$ cat src/rtl/fifo_wr_ctrl_pkg.sv
// fifo_pkg: shared state type, pointer sizing and synchronizer latency for the FIFO write side
package fifo_pkg;

    typedef enum logic [1:0] {INIT, RUN, DRAIN} wr_state_t;

    // Two-flop gray synchronizer plus output register on the returning read pointer
    localparam int SYNC_LATENCY = 3;

    // One extra pointer bit beyond the RAM address distinguishes full from empty
    function automatic int ptr_width(input int addr_width);
        return addr_width + 1;
    endfunction

endpackage

$ cat src/rtl/fifo_wr_ctrl_if.sv
// fifo_wr_ctrl_if: write request handshake and RAM write port of the FIFO write side
interface fifo_wr_ctrl_if #(
    parameter int ADDR_WIDTH = 4
);

    logic                  wr_valid;
    logic                  wr_ready;
    logic                  mem_we;
    logic [ADDR_WIDTH-1:0] mem_waddr;

    modport master (output wr_valid, input wr_ready, input mem_we, input mem_waddr);
    modport slave  (input wr_valid, output wr_ready, output mem_we, output mem_waddr);

endinterface

$ cat src/rtl/fifo_wr_ctrl.sv
// fifo_wr_ctrl: write-domain pointer, status, error and flush sequencing for a CDC frame FIFO
module fifo_wr_ctrl
    import fifo_pkg::*;
#(
    parameter int ADDR_WIDTH      = 4,
    parameter int ALMOST_FULL_THR = 2,
    parameter int INIT_CYCLES     = 4
) (
    input  logic                clk,
    input  logic                rstn,
    fifo_wr_ctrl_if.slave       wr,
    output logic [ADDR_WIDTH:0] wr_ptr,
    input  logic [ADDR_WIDTH:0] rd_ptr_sync,
    output logic                full,
    output logic                almost_full,
    output logic [ADDR_WIDTH:0] fill_level,
    input  logic                flush_req,
    output logic                flush_done,
    input  logic                clear_err,
    output logic                overflow,
    output logic                ptr_err
);

    localparam int PW     = ptr_width(ADDR_WIDTH);
    localparam int DEPTH  = 2 ** ADDR_WIDTH;
    // Settling must cover the read pointer crossing back, whatever the parameter says
    localparam int INIT_N = (INIT_CYCLES < SYNC_LATENCY) ? SYNC_LATENCY : INIT_CYCLES;
    localparam int CW     = $clog2(INIT_N + 1);

    wr_state_t     state;
    logic [CW-1:0] init_cnt;
    logic [PW-1:0] free_slots;
    logic          accept;

    // Status is derived only from the registered write pointer and the synchronized read pointer
    assign fill_level  = wr_ptr - rd_ptr_sync;
    assign free_slots  = PW'(DEPTH) - fill_level;
    assign full        = (wr_ptr[PW-1] != rd_ptr_sync[PW-1]) &&
                         (wr_ptr[PW-2:0] == rd_ptr_sync[PW-2:0]);
    assign almost_full = free_slots <= PW'(ALMOST_FULL_THR);

    assign wr.wr_ready  = (state == RUN) && !full && !flush_req;
    assign accept       = wr.wr_valid && wr.wr_ready;
    assign wr.mem_we    = accept;
    assign wr.mem_waddr = wr_ptr[PW-2:0];

    // Sequencer: post-reset settling, then run, with flush holding writes off until the reader drains
    always_ff @(posedge clk or negedge rstn) begin
        if (!rstn) begin
            state      <= INIT;
            init_cnt   <= '0;
            flush_done <= 1'b0;
        end else begin
            flush_done <= 1'b0;
            case (state)
                INIT: begin
                    if (init_cnt == CW'(INIT_N - 1))
                        state <= RUN;
                    else
                        init_cnt <= init_cnt + CW'(1);
                end
                RUN: begin
                    if (flush_req)
                        state <= DRAIN;
                end
                DRAIN: begin
                    if (fill_level == '0) begin
                        state      <= RUN;
                        flush_done <= 1'b1;
                    end
                end
                default: state <= INIT;
            endcase
        end
    end

    // Write pointer advances by exactly one per accepted word so the gray crossing flips a single bit
    always_ff @(posedge clk or negedge rstn) begin
        if (!rstn)
            wr_ptr <= '0;
        else if (accept)
            wr_ptr <= wr_ptr + PW'(1);
    end

    // Sticky error flags; a fresh set outranks a same-cycle clear
    always_ff @(posedge clk or negedge rstn) begin
        if (!rstn) begin
            overflow <= 1'b0;
            ptr_err  <= 1'b0;
        end else begin
            overflow <= (wr.wr_valid && full && (state == RUN)) || (overflow && !clear_err);
            ptr_err  <= (fill_level > PW'(DEPTH)) || (ptr_err && !clear_err);
        end
    end

endmodule

$ cat src/flat_wrapper.sv
// flat-port wrapper written by rule: the top's interface ports become plain ports
module fifo_wr_ctrl_flat import fifo_pkg::*;
#(
    parameter int ADDR_WIDTH      = 4,
    parameter int ALMOST_FULL_THR = 2,
    parameter int INIT_CYCLES     = 4
)
  (clk, rstn, wr_ptr, rd_ptr_sync, full, almost_full, fill_level, flush_req, flush_done, clear_err, overflow, ptr_err, wr_wr_valid, wr_wr_ready, wr_mem_we, wr_mem_waddr);
  fifo_wr_ctrl_if #(.ADDR_WIDTH(ADDR_WIDTH)) wr_i ();
  input  logic clk;
  input  logic rstn;
  output logic [ADDR_WIDTH:0] wr_ptr;
  input  logic [ADDR_WIDTH:0] rd_ptr_sync;
  output logic full;
  output logic almost_full;
  output logic [ADDR_WIDTH:0] fill_level;
  input  logic flush_req;
  output logic flush_done;
  input  logic clear_err;
  output logic overflow;
  output logic ptr_err;
  input wire logic [$bits(wr_i.wr_valid)-1:0] wr_wr_valid;
  output wire logic [$bits(wr_i.wr_ready)-1:0] wr_wr_ready;
  output wire logic [$bits(wr_i.mem_we)-1:0] wr_mem_we;
  output wire logic [$bits(wr_i.mem_waddr)-1:0] wr_mem_waddr;
  assign wr_i.wr_valid = wr_wr_valid;
  assign wr_wr_ready = wr_i.wr_ready;
  assign wr_mem_we = wr_i.mem_we;
  assign wr_mem_waddr = wr_i.mem_waddr;
  fifo_wr_ctrl #(.ADDR_WIDTH(ADDR_WIDTH), .ALMOST_FULL_THR(ALMOST_FULL_THR), .INIT_CYCLES(INIT_CYCLES)) u_core (.clk(clk), .rstn(rstn), .wr(wr_i), .wr_ptr(wr_ptr), .rd_ptr_sync(rd_ptr_sync), .full(full), .almost_full(almost_full), .fill_level(fill_level), .flush_req(flush_req), .flush_done(flush_done), .clear_err(clear_err), .overflow(overflow), .ptr_err(ptr_err));
endmodule
$ cat config.mk
export PLATFORM = sky130hd
export DESIGN_NAME = fifo_wr_ctrl_flat
export DESIGN_NICKNAME = d
export VERILOG_FILES = /design/src/rtl/fifo_wr_ctrl_pkg.sv /design/src/rtl/fifo_wr_ctrl_if.sv /design/src/rtl/fifo_wr_ctrl.sv /design/src/flat_wrapper.sv
export SDC_FILE = /design/constraint.sdc
export NUM_CORES = 1
export LEC_CHECK = 0
export CAP_MARGIN = 20
export CORE_UTILIZATION = 48
export CTS_CLUSTER_SIZE = 10
export DETAILED_ROUTE_END_ITERATION = 10
export GPL_TIMING_DRIVEN = 0
export PLACE_DENSITY = 0.83
export SYNTH_ARGS = -nofsm -noshare
export SYNTH_HDL_FRONTEND = slang
export SYNTH_SLANG_ARGS = --single-unit
export TNS_END_PERCENT = 1
$ cat constraint.sdc
create_clock -name clk -period 7.2 [get_ports clk]
set_input_delay 0.72 -clock clk [delete_from_list [all_inputs] [get_ports clk]]
set_output_delay 0.72 -clock clk [all_outputs]
set_load 0.01 [all_outputs]
==> reports/qor.yml, run 1 <==
outcome:
  run_status: "completed"
sta:
  rsz_0062_raised_after_global_routing: "no"
  tightestPinTransition_ns: 0.5908
  final_hold_viol_count: 0
  post-route-period-util: 0.6048
  report.final.slew_viol_count: 0
  finalWorstSetupSlack_ns: 2.845
  worst_case_headroom_to_the_max_slew_limit: 0.6049
  hold_slack_ns: 0.4905
  maxClockFrequency_mhz: 229.6
  setup_viol: 0
  skew_final_ns: 0.003217
  shortest_period_the_worst_path_allows_ns: 4.355
  totalNegativeSetupSlack_ns: 0
cells_and_area:
  stdcell_count: 151
  final_util: 0.7277
  final_layout_size_suffix_gt1_frac: 0.1349
  filler_cell_count: 137
  syn2layout_area_growth_pct: 38.27
  final_net_count: 148
  finalInstanceArea_sq_um: 1297
  insertedDiodeCount: 0
floorplan:
  core.rowCount: 15
  design.portCount: 31
  die_w_um: 46.22
  initial_core_util: 0.5263
  design.core.area_sq_um: 1783
  die_area_sq_um: 2136
  die_h_um: 46.22
flow_run:
  max_cap_viol_count: 0
synth:
  synth.area.top_cells: "dfrtp_1 35%, ha_1 13%, xnor2_1 6.5%"
  syn_avg_cell_area_sq_um: 10.20
  most_frequently_used_flop_master_after_synthesis: "dfrtp_1"
  synthesis.instances: 92
  portion_of_synthesized_cell_area_occupied_by_the_leading_cell_type: 0.3467
  ys_types: 32
  ys_warn_count: 0
  number_of_flops_mapped_to_enable_cells_by_yosys: 0
  ys_seq_area_frac: 0.3467
  synth_async_sr_flop_share: 1.000
  yosysTopAreaCell: "dfrtp_1"
  post_syn_nets: 113
  ys_ff_latch: 13
  mappedNetlistArea_sq_um: 938.4
placement:
  hpwlAfterDp_um: 1519
  place_congestion: 0.7886
  place.port_buffers: 30
  post-place-cells: 147
  preCtsSetupSlack_ns: 2.828
  postPlaceCellArea_sq_um: 1270
clock_tree:
  post_cts.resized_instances: 0
  clock_latency_ns: 0.28
  cts.repair_timing.setup_buffer_count: 0
  hold_buffers: 0
  clock_tree_root_driver_cell: "clkbuf_4"
  cts_htree_levels: 1
  clockBufferDepth: 2
  numClockSinks: 13
  tritoncts: "done"
  cts_inserted_buffers: 3
  clk_pin_slew_ns: 0.08
power_and_ir_drop:
  net_switching_share_of_the_total_power: 0.3933
  internal_power_mw: 0.2825
  static-leakage-power_nw: 0.6123
  pwr_density_cell_nw_per_um2: 358.9
  fin_total_pwr_mw: 0.4657
  ir_drop_v: 0.0002303
  netSwitchingPower_mw: 0.1831
  combPwrFrac: 0.637
  clock_power_share: 0.102
  seq_power_share: 0.261
detailed_routing:
  met3_length_um: 89
  drt-wirelength-per-cell_um: 12.44
  detailedRoute.firstPassIterationCount: 2
  drt_iter0_markers: 5
  num_vias: 734
  wl_met1_um: 828
  routed_wl_um: 1879
  wl_met2_um: 925
  drc: 0
  antenna_left: 0
  highest-signal-layer: "met4"
  via_per_inst: 4.861
global_routing:
  antenna_found_initial: 0
  track_usage: 0.2021
  globalRoute.totalOverflow: 0
  grt_pass1_vias: 741
  pin_count_of_the_biggest_net_entering_global_routing: 14
  wire_length_of_the_first_global_routing_pass_um: 3029
hold_path:
  worstHoldPathType: "register to register"
worst_setup_path:
  cp.arrival_ns: 3.63
  critical_path.startpoint_type: "input pin"
  cp_data_required_time_ns: 6.48
  timing.critical_path.to_type: "primary output"
  path_class: "input pin to primary output"
  critical_path_peak_fanout: 3
==> worst paths after layout <==
path	startpoint	cells after the start	slack [ns]	to
worst max-delay path	rd_ptr_sync[0]	11	2.85	almost_full
worst min-delay path	u_core.init_cnt[0]	1	0.49	u_core.init_cnt[0]
worst max register to register	u_core.wr_ptr[0]	9	4.82	u_core.state[0]
worst min register to register	u_core.init_cnt[0]	1	0.49	u_core.init_cnt[0]
max in group asynchronous	rstn	1	6.01	u_core.wr_ptr[1]
min in group asynchronous	rstn	1	0.80	u_core.overflow
==> power by group through the flow <==
stage | combinational [mW] | sequential (mW) | clock [mW]
2_1_floorplan | 0.183 | 0.122 | 0
3_3_place_gp | 0.284 | 0.122 | 0
3_5_place_dp | 0.299 | 0.123 | 0
4_1_cts | 0.301 | 0.122 | 0.0481
5_1_grt | 0.327 | 0.126 | 0.0522
6_report | 0.297 | 0.122 | 0.0473
==> layout make-up <==
cell class	count	area (sq um)	area share
repair buffers	30	300.3	0.2314
flip-flops and latches	13	325.3	0.2507
well taps	25	31.28	0.02411
clock buffers	3	22.52	0.01736
plain buffers	4	30.03	0.02314
inverters	14	52.55	0.04050
multi-input cells	61	530.5	0.4089
clock inverters	1	5.005	0.003857
==> metal layers <==
layer / vias to the layer above / GRT usage
met5: - / 0
met4: 0 / 0.1000
met3: 6 / 0.04314
met2: 26 / 0.3521
met1: 333 / 0.2306
li1: 369 / -
==> flip-flops by register name, summed over array words and instances, names as in the netlist <==
register,count
u_core.init_cnt,3
u_core.wr_ptr,5
u_core.ptr_err,1
u_core.overflow,1
u_core.state,2
u_core.flush_done,1
==> critical path, stage by stage <==
cell             delay, ns
clkdlybuf4s50_1       0.40
ha_1                  0.23
fa_1                  0.44
or2b_1                0.24
a21oi_1               0.17
xnor2_1               0.13
ha_1                  0.31
o21ai_0               0.10
nor3_1                0.20
mux2_4                0.17
clkdlybuf4s50_1       0.52
==> cell families after synthesis <==
logic type               synth area share
XOR/XNOR                           0.1093
AND/OR/NAND/NOR                    0.1720
multiplexers                      0.05467
buffers and inverters             0.08800
AO/OA/AOI/OAI                     0.07466
flip-flops                         0.3467
adder cells (fa/ha/maj)            0.1547
==> synth_stat cells (2+ instances only) <==
| cell type | count |
|---|---|
| nor2_1 | 5 |
| ha_1 | 10 |
| nand3_1 | 4 |
| or2b_1 | 2 |
| inv_1 | 14 |
| buf_4 | 4 |
| mux2_4 | 2 |
| xnor2_1 | 7 |
| o21ai_0 | 5 |
| nand4_1 | 2 |
| nand2_1 | 4 |
| dfrtp_1 | 13 |
==> layout by cell type (no fill, tap or decap) <==
cell type / instances
clkdlybuf4s50_1: 30
inv_1: 14
dfrtp_1: 13
ha_1: 10
xnor2_1: 7
nor2_1: 5
o21ai_0: 5
nand2_1: 4
nand3_1: 4
buf_4: 4
clkbuf_4: 3
or2b_1: 2
mux2_4: 2
nand4_1: 2
a21oi_1: 1
nor2b_4: 1
a221oi_2: 1
xnor2_2: 1
xor2_2: 1
xor2_1: 1
nor3_1: 1
nor3b_1: 1
or3b_1: 1
o21ba_4: 1
nand2_4: 1
nor2b_1: 1
nand2b_1: 1
a2bb2oi_1: 1
and3_1: 1
or3_1: 1
mux2_2: 1
and4_1: 1
mux2i_1: 1
fa_1: 1
clkinv_2: 1
(Power assumes the default switching activity.)
==> run 2, diff against run 1 <==
--- a/config.mk
+++ b/config.mk
@@ -6,11 +6,11 @@
 export NUM_CORES = 1
 export LEC_CHECK = 0
 export CAP_MARGIN = 20
-export CORE_UTILIZATION = 48
+export CORE_UTILIZATION = 40
 export CTS_CLUSTER_SIZE = 10
 export DETAILED_ROUTE_END_ITERATION = 10
 export GPL_TIMING_DRIVEN = 0
-export PLACE_DENSITY = 0.83
+export PLACE_DENSITY = 0.74
 export SYNTH_ARGS = -nofsm -noshare
 export SYNTH_HDL_FRONTEND = slang
 export SYNTH_SLANG_ARGS = --single-unit
==> constraint.sdc (replaced) <==
create_clock -name clk -period 4 [get_ports clk]
set_input_delay 0.4 -clock clk [delete_from_list [all_inputs] [get_ports clk]]
set_output_delay 0.4 -clock clk [all_outputs]
set_load 0.01 [all_outputs]
==> reports/qor.yml, run 2 (same netlist as run 1, synthesis figures left out) <==
outcome:
  run_status: "completed"  # unchanged
global_routing:
  track_usage: 0.1637  # was 0.2021
  antenna_found_initial: 0  # unchanged
  globalRoute.totalOverflow: 0  # unchanged
  pin_count_of_the_biggest_net_entering_global_routing: 14  # unchanged
  wire_length_of_the_first_global_routing_pass_um: 3187  # was 3029 um
  grt_pass1_vias: 774  # was 741
flow_run:
  max_cap_viol_count: 0  # unchanged
sta:
  tightestPinTransition_ns: 0.5697  # was 0.5908 ns
  rsz_0062_raised_after_global_routing: "no"  # unchanged
  shortest_period_the_worst_path_allows_ns: 3.729
  worst_case_headroom_to_the_max_slew_limit: 0.6190  # was 0.6049
  report.final.slew_viol_count: 0  # unchanged
  maxClockFrequency_mhz: 268.2
  setup_viol: 0  # unchanged
  post-route-period-util: 0.9322
  final_hold_viol_count: 0  # unchanged
  skew_final_ns: 0.002262  # was 0.003217 ns
  totalNegativeSetupSlack_ns: 0  # unchanged
  hold_slack_ns: 0.4808  # was 0.4905 ns
cells_and_area:
  insertedDiodeCount: 0  # unchanged
  stdcell_count: 154  # was 151
  top_regs: "u_core.wr_ptr: 5 flops, u_core.init_cnt: 3 flops, u_core.state: 2 flops"  # unchanged
  seqCellArea_sq_um: 325.3  # unchanged
  filler_cell_count: 204  # was 137
  final_common_cell: "clkdlybuf4s50_1"  # unchanged
  syn2layout_area_growth_pct: 38.53  # was 38.27%
  largest_register_ff_count: 5  # unchanged
  multi_input_area_sq_um: 530.5  # unchanged
  leading_cell_types_in_the_layout_fill_and_taps_excluded: "30 x clkdlybuf4s50_1, 14 x inv_1, 13 x dfrtp_1"  # unchanged
  top_register: "u_core.wr_ptr"  # unchanged
  final_layout_size_suffix_gt1_frac: 0.1270  # was 0.1349
  final_net_count: 148  # unchanged
clock_tree:
  cts_inserted_buffers: 3  # unchanged
  clockBufferDepth: 2  # unchanged
  hold_buffers: 0  # unchanged
  clock_latency_ns: 0.27  # was 0.28 ns
  clock_tree_root_driver_cell: "clkbuf_4"  # unchanged
  cts_htree_levels: 1  # unchanged
  tritoncts: "done"  # unchanged
  cts.repair_timing.setup_buffer_count: 0  # unchanged
  clk_pin_slew_ns: 0.08  # about the same
  post_cts.resized_instances: 0  # unchanged
  numClockSinks: 13  # unchanged
worst_setup_path:
  timing.critical_path.to_type: "primary output"  # unchanged
  path_class: "register to primary output"  # was input pin to primary output
  cp.arrival_ns: 3.33  # was 3.63 ns
  cp_data_required_time_ns: 3.60  # was 6.48 ns
  critical_path_peak_fanout: 6  # was 3
  critical_path.startpoint_type: "register"  # was input pin
power_and_ir_drop:
  static-leakage-power_nw: 0.6096  # was 0.6123 nW
  pwr_density_cell_nw_per_um2: 636.3  # was 358.9 nW/um^2
  ir_drop_v: 0.0003470  # was 0.0002303 V
detailed_routing:
  drt-wirelength-per-cell_um: 11.59  # was 12.44 um
  via_per_inst: 4.786  # was 4.861
  num_vias: 737  # was 734
  detailedRoute.firstPassIterationCount: 3  # was 2
  drt_iter0_markers: 4  # was 5
  drc: 0  # unchanged
  antenna_left: 0  # unchanged
  routed_wl_um: 1785  # was 1879 um
placement:
  hpwlAfterDp_um: 1438  # was 1519 um
  place_congestion: 0.7533  # was 0.7886
  place.port_buffers: 30  # unchanged
  post-place-cells: 150  # was 147
floorplan:
  core.rowCount: 17  # was 15
  initial_core_util: 0.4242  # was 0.5263
  die_w_um: 50.44  # was 46.22 um
  design.core.area_sq_um: 2212  # was 1783 sq um
  design.portCount: 31  # unchanged
  die_area_sq_um: 2544  # was 2136 sq um
  die_h_um: 50.44  # was 46.22 um
hold_path:
  worstHoldPathType: "register to register"  # unchanged
-- run 2: cell types whose count changed in the layout (fill, tap and decap cells not counted) --
| cell | before | now |
|---|---|---|
| clkinv_2 | 1 | 0 |
| clkbuf_1 | 0 | 1 |
-- run 2: critical path, cell delays in order (launching register included) --
cell and delay [ns]:
dfrtp_1 0.45, inv_1 0.08, ha_1 0.25, fa_1 0.43
or2b_1 0.25, a21oi_1 0.16, xnor2_1 0.13, ha_1 0.31
o21ai_0 0.11, nor3b_1 0.20, mux2_4 0.17, clkdlybuf4s50_1 0.52
-- run 2: report_power, final --
group          internal [mW]  switching, mW  total [mW]  leakage, nW
Combinational          0.295          0.234       0.529        0.427
Clock                 0.0386         0.0415      0.0800       0.0150
Sequential             0.175         0.0435       0.218        0.168
-- run 2: worst paths after layout --
check	to	cells past startpoint	startpoint	slack [ns]
max	almost_full	11	u_core.wr_ptr[0]	0.27
min in group asynchronous	u_core.wr_ptr[1]	1	rstn	0.49
max reg2reg	u_core.state[0]	9	u_core.wr_ptr[0]	1.64
min reg2reg	u_core.init_cnt[0]	1	u_core.init_cnt[0]	0.48
min	u_core.init_cnt[0]	1	u_core.init_cnt[0]	0.48
max in group asynchronous	u_core.init_cnt[2]	1	rstn	3.14
-- run 2: through the flow --
| stage | worst slack (ns) | cell area (sq um) | total power [mW] | utilization |
|---|---|---|---|---|
| 4_1_cts | 0.2358 | 1300 | 0.8387 | 0.5877 |
| 5_1_grt | 0.02563 | 1300 | 0.9066 | 0.5877 |
| 2_1_floorplan | 1.181 | 938.4 | 0.5478 | - |
| 3_3_place_gp | 0.3356 | 1274 | 0.7314 | 0.5758 |
| 3_5_place_dp | 0.2722 | 1274 | 0.7528 | 0.5758 |
| 6_report | 0.2712 | 1300 | 0.8271 | 0.5877 |
-- run 2: per-layer routing --
metal	up-vias	routed length, um	track usage
li1	367	-	-
met2	21	882	0.2778
met5	-	0	0
met4	0	14	0.05556
met3	4	85	0.04545
met1	345	802	0.1977
-- run 2: final cells by class --
type	count	area share
inverter	14	0.04042
timing repair buffer	30	0.2310
clock buffer	4	0.02021
buffer	4	0.02310
tap	28	0.02695
sequential	13	0.2502
multi-input combinational	61	0.4081
==> run 3, diff against run 2 <==
--- a/config.mk
+++ b/config.mk
@@ -6,11 +6,13 @@
 export NUM_CORES = 1
 export LEC_CHECK = 0
 export CAP_MARGIN = 20
+export CORE_MARGIN = 4
 export CORE_UTILIZATION = 40
 export CTS_CLUSTER_SIZE = 10
 export DETAILED_ROUTE_END_ITERATION = 10
 export GPL_TIMING_DRIVEN = 0
 export PLACE_DENSITY = 0.74
+export REMOVE_ABC_BUFFERS = 1
 export SYNTH_ARGS = -nofsm -noshare
 export SYNTH_HDL_FRONTEND = slang
 export SYNTH_SLANG_ARGS = --single-unit
==> reports/qor.yml, run 3 (same netlist as run 1, synthesis figures left out) <==
worst_setup_path:
  sequence_of_cells_on_the_critical_path: "inv_1, ha_1, fa_1, or2b_1, a21oi_1, xnor2_1, ha_1, o21ai_0, nor3_1, mux2_4, clkdlybuf4s50_1"  # was inv_1, ha_1, fa_1, or2b_1, a21oi_1, xnor2_1, ha_1, o21ai_0, nor3b_1, mux2_4, clkdlybuf4s50_1
  critical_path_peak_fanout: 6  # unchanged
  worstPathBufferInverterCount: 2  # unchanged
  cp_data_required_time_ns: 3.60  # about the same
  cp.arrival_ns: 3.32  # was 3.33 ns
  timing.critical_path.to_type: "primary output"  # unchanged
  path_class: "register to primary output"  # unchanged
  timing.critical_path.slowest_stage_cell: "clkdlybuf4s50_1"  # unchanged
  critical_path.most_common_cell: "ha_1"  # unchanged
  cp_slowest_stage_delay_ns: 0.52  # about the same
  critical_path.startpoint_type: "register"  # unchanged
  timing.critical_path.max_delay_family: "adder cells"  # unchanged
global_routing:
  antenna_found_initial: 0  # unchanged
  wire_length_of_the_first_global_routing_pass_um: 3312  # was 3187 um
  globalRoute.totalOverflow: 0  # unchanged
  pin_count_of_the_biggest_net_entering_global_routing: 14  # unchanged
  track_usage: 0.1330  # was 0.1637
  grt_pass1_vias: 756  # was 774
cells_and_area:
  largest_register_ff_count: 5  # unchanged
  top_regs: "u_core.wr_ptr: 5 flops, u_core.init_cnt: 3 flops, u_core.state: 2 flops"  # unchanged
  stdcell_count: 150  # was 154
  syn2layout_area_growth_pct: 35.47  # was 38.53%
  insertedDiodeCount: 0  # unchanged
  final_layout_size_suffix_gt1_frac: 0.1066  # was 0.1270
  finalInstanceArea_sq_um: 1271  # was 1300 sq um
  leading_cell_types_in_the_layout_fill_and_taps_excluded: "30 x clkdlybuf4s50_1, 14 x inv_1, 13 x dfrtp_1"  # unchanged
  top_register: "u_core.wr_ptr"  # unchanged
  final_util: 0.5747  # was 0.5877
  final_net_count: 144  # was 148
  final_common_cell: "clkdlybuf4s50_1"  # unchanged
clock_tree:
  numClockSinks: 13  # unchanged
  cts_htree_levels: 1  # unchanged
  hold_buffers: 0  # unchanged
  post_cts.resized_instances: 0  # unchanged
  clock_latency_ns: 0.28  # was 0.27 ns
  clock_tree_root_driver_cell: "clkbuf_4"  # unchanged
  clk_pin_slew_ns: 0.08  # about the same
  clockBufferDepth: 2  # unchanged
  tritoncts: "done"  # unchanged
  cts_inserted_buffers: 3  # unchanged
  cts.repair_timing.setup_buffer_count: 0  # unchanged
sta:
  tightestPinTransition_ns: 0.5607  # was 0.5697 ns
  maxClockFrequency_mhz: 268.5  # was 268.2 MHz
  setup_viol: 0  # unchanged
  worst_case_headroom_to_the_max_slew_limit: 0.6251  # was 0.6190
  finalWorstSetupSlack_ns: 0.2759  # was 0.2712 ns
  report.final.slew_viol_count: 0  # unchanged
  totalNegativeSetupSlack_ns: 0  # unchanged
  final_hold_viol_count: 0  # unchanged
  shortest_period_the_worst_path_allows_ns: 3.724  # was 3.729 ns
  skew_final_ns: 0.001755  # was 0.002262 ns
  hold_slack_ns: 0.4747  # was 0.4808 ns
  post-route-period-util: 0.9310  # was 0.9322
  rsz_0062_raised_after_global_routing: "no"  # unchanged
detailed_routing:
  num_vias: 720  # was 737
  via_per_inst: 4.800  # was 4.786
  routed_wl_um: 1823  # was 1785 um
  drt_iter0_markers: 6  # was 4
  antenna_left: 0  # unchanged
  detailedRoute.firstPassIterationCount: 4  # was 3
  drc: 0  # unchanged
  drt-wirelength-per-cell_um: 12.15  # was 11.59 um
power_and_ir_drop:
  netSwitchingPower_mw: 0.3216  # was 0.3187 mW
  pwr_density_cell_nw_per_um2: 640.8  # was 636.3 nW/um^2
  clock_power_share: 0.102  # was 0.097
  static-leakage-power_nw: 0.5914  # was 0.6096 nW
  combPwrFrac: 0.628  # was 0.639
  internal_power_mw: 0.4929  # was 0.5085 mW
  net_switching_share_of_the_total_power: 0.3948  # was 0.3853
  seq_power_share: 0.270  # was 0.264
  ir_drop_v: 0.0003591  # was 0.0003470 V
  fin_total_pwr_mw: 0.8145  # was 0.8271 mW
floorplan:
  die_h_um: 56.44  # was 50.44 um
  initial_core_util: 0.4242  # unchanged
  design.portCount: 31  # unchanged
  core.rowCount: 17  # unchanged
  die_area_sq_um: 3185  # was 2544 sq um
  die_w_um: 56.44  # was 50.44 um
  design.core.area_sq_um: 2212  # unchanged
placement:
  post-place-cells: 146  # was 150
  postPlaceCellArea_sq_um: 1244  # was 1274 sq um
  preCtsSetupSlack_ns: 0.2987  # was 0.2722 ns
  place_congestion: 0.7553  # was 0.7533
  hpwlAfterDp_um: 1471  # was 1438 um
  place.port_buffers: 30  # unchanged
hold_path:
  worstHoldPathType: "input pin to async pin"  # was register to register
outcome:
  run_status: "completed"  # unchanged
flow_run:
  max_cap_viol_count: 0  # unchanged
-- run 3: layout make-up --
type | count | area [sq um]
clock buffers | 3 | 22.52
clock inverters | 1 | 5.005
fillers | 197 | 940.9
inverters | 14 | 52.55
multi-input cells | 61 | 530.5
flip-flops and latches | 13 | 325.3
well taps | 28 | 35.03
repair buffers | 30 | 300.3
-- run 3: power by group through the flow --
stage	Sequential, mW	Combinational [mW]	Clock [mW]
floorplan	0.226	0.305	0
global placement	0.220	0.498	0
detailed placement	0.223	0.516	0
CTS	0.220	0.519	0.0862
global route	0.229	0.578	0.0959
finish	0.220	0.512	0.0829
-- run 3: path summary, 6_finish.rpt --
check / startpoint / to / slack (ns) / depth (start not counted)
worst max register to register: u_core.wr_ptr[0] / u_core.state[0] / 1.63 / 9
worst min register to register: u_core.init_cnt[2] / u_core.init_cnt[2] / 0.49 / 2
worst max-delay path: u_core.wr_ptr[0] / almost_full / 0.28 / 11
max in group asynchronous: rstn / u_core.init_cnt[0] / 3.16 / 1
min in group clk: u_core.init_cnt[2] / u_core.init_cnt[2] / 0.49 / 2
worst min-delay path: rstn / u_core.wr_ptr[0] / 0.47 / 1
-- run 3: layer usage --
layer  GRT usage  wire length (um)  vias to the layer above  part of all wire
met5           0                 0                        -                 0
met2      0.2244               894                       23              0.49
met4     0.04068                24                        0             0.013
li1            -                 -                      358                 -
met1      0.1574               787                      336              0.43
met3     0.04598               116                        3             0.064
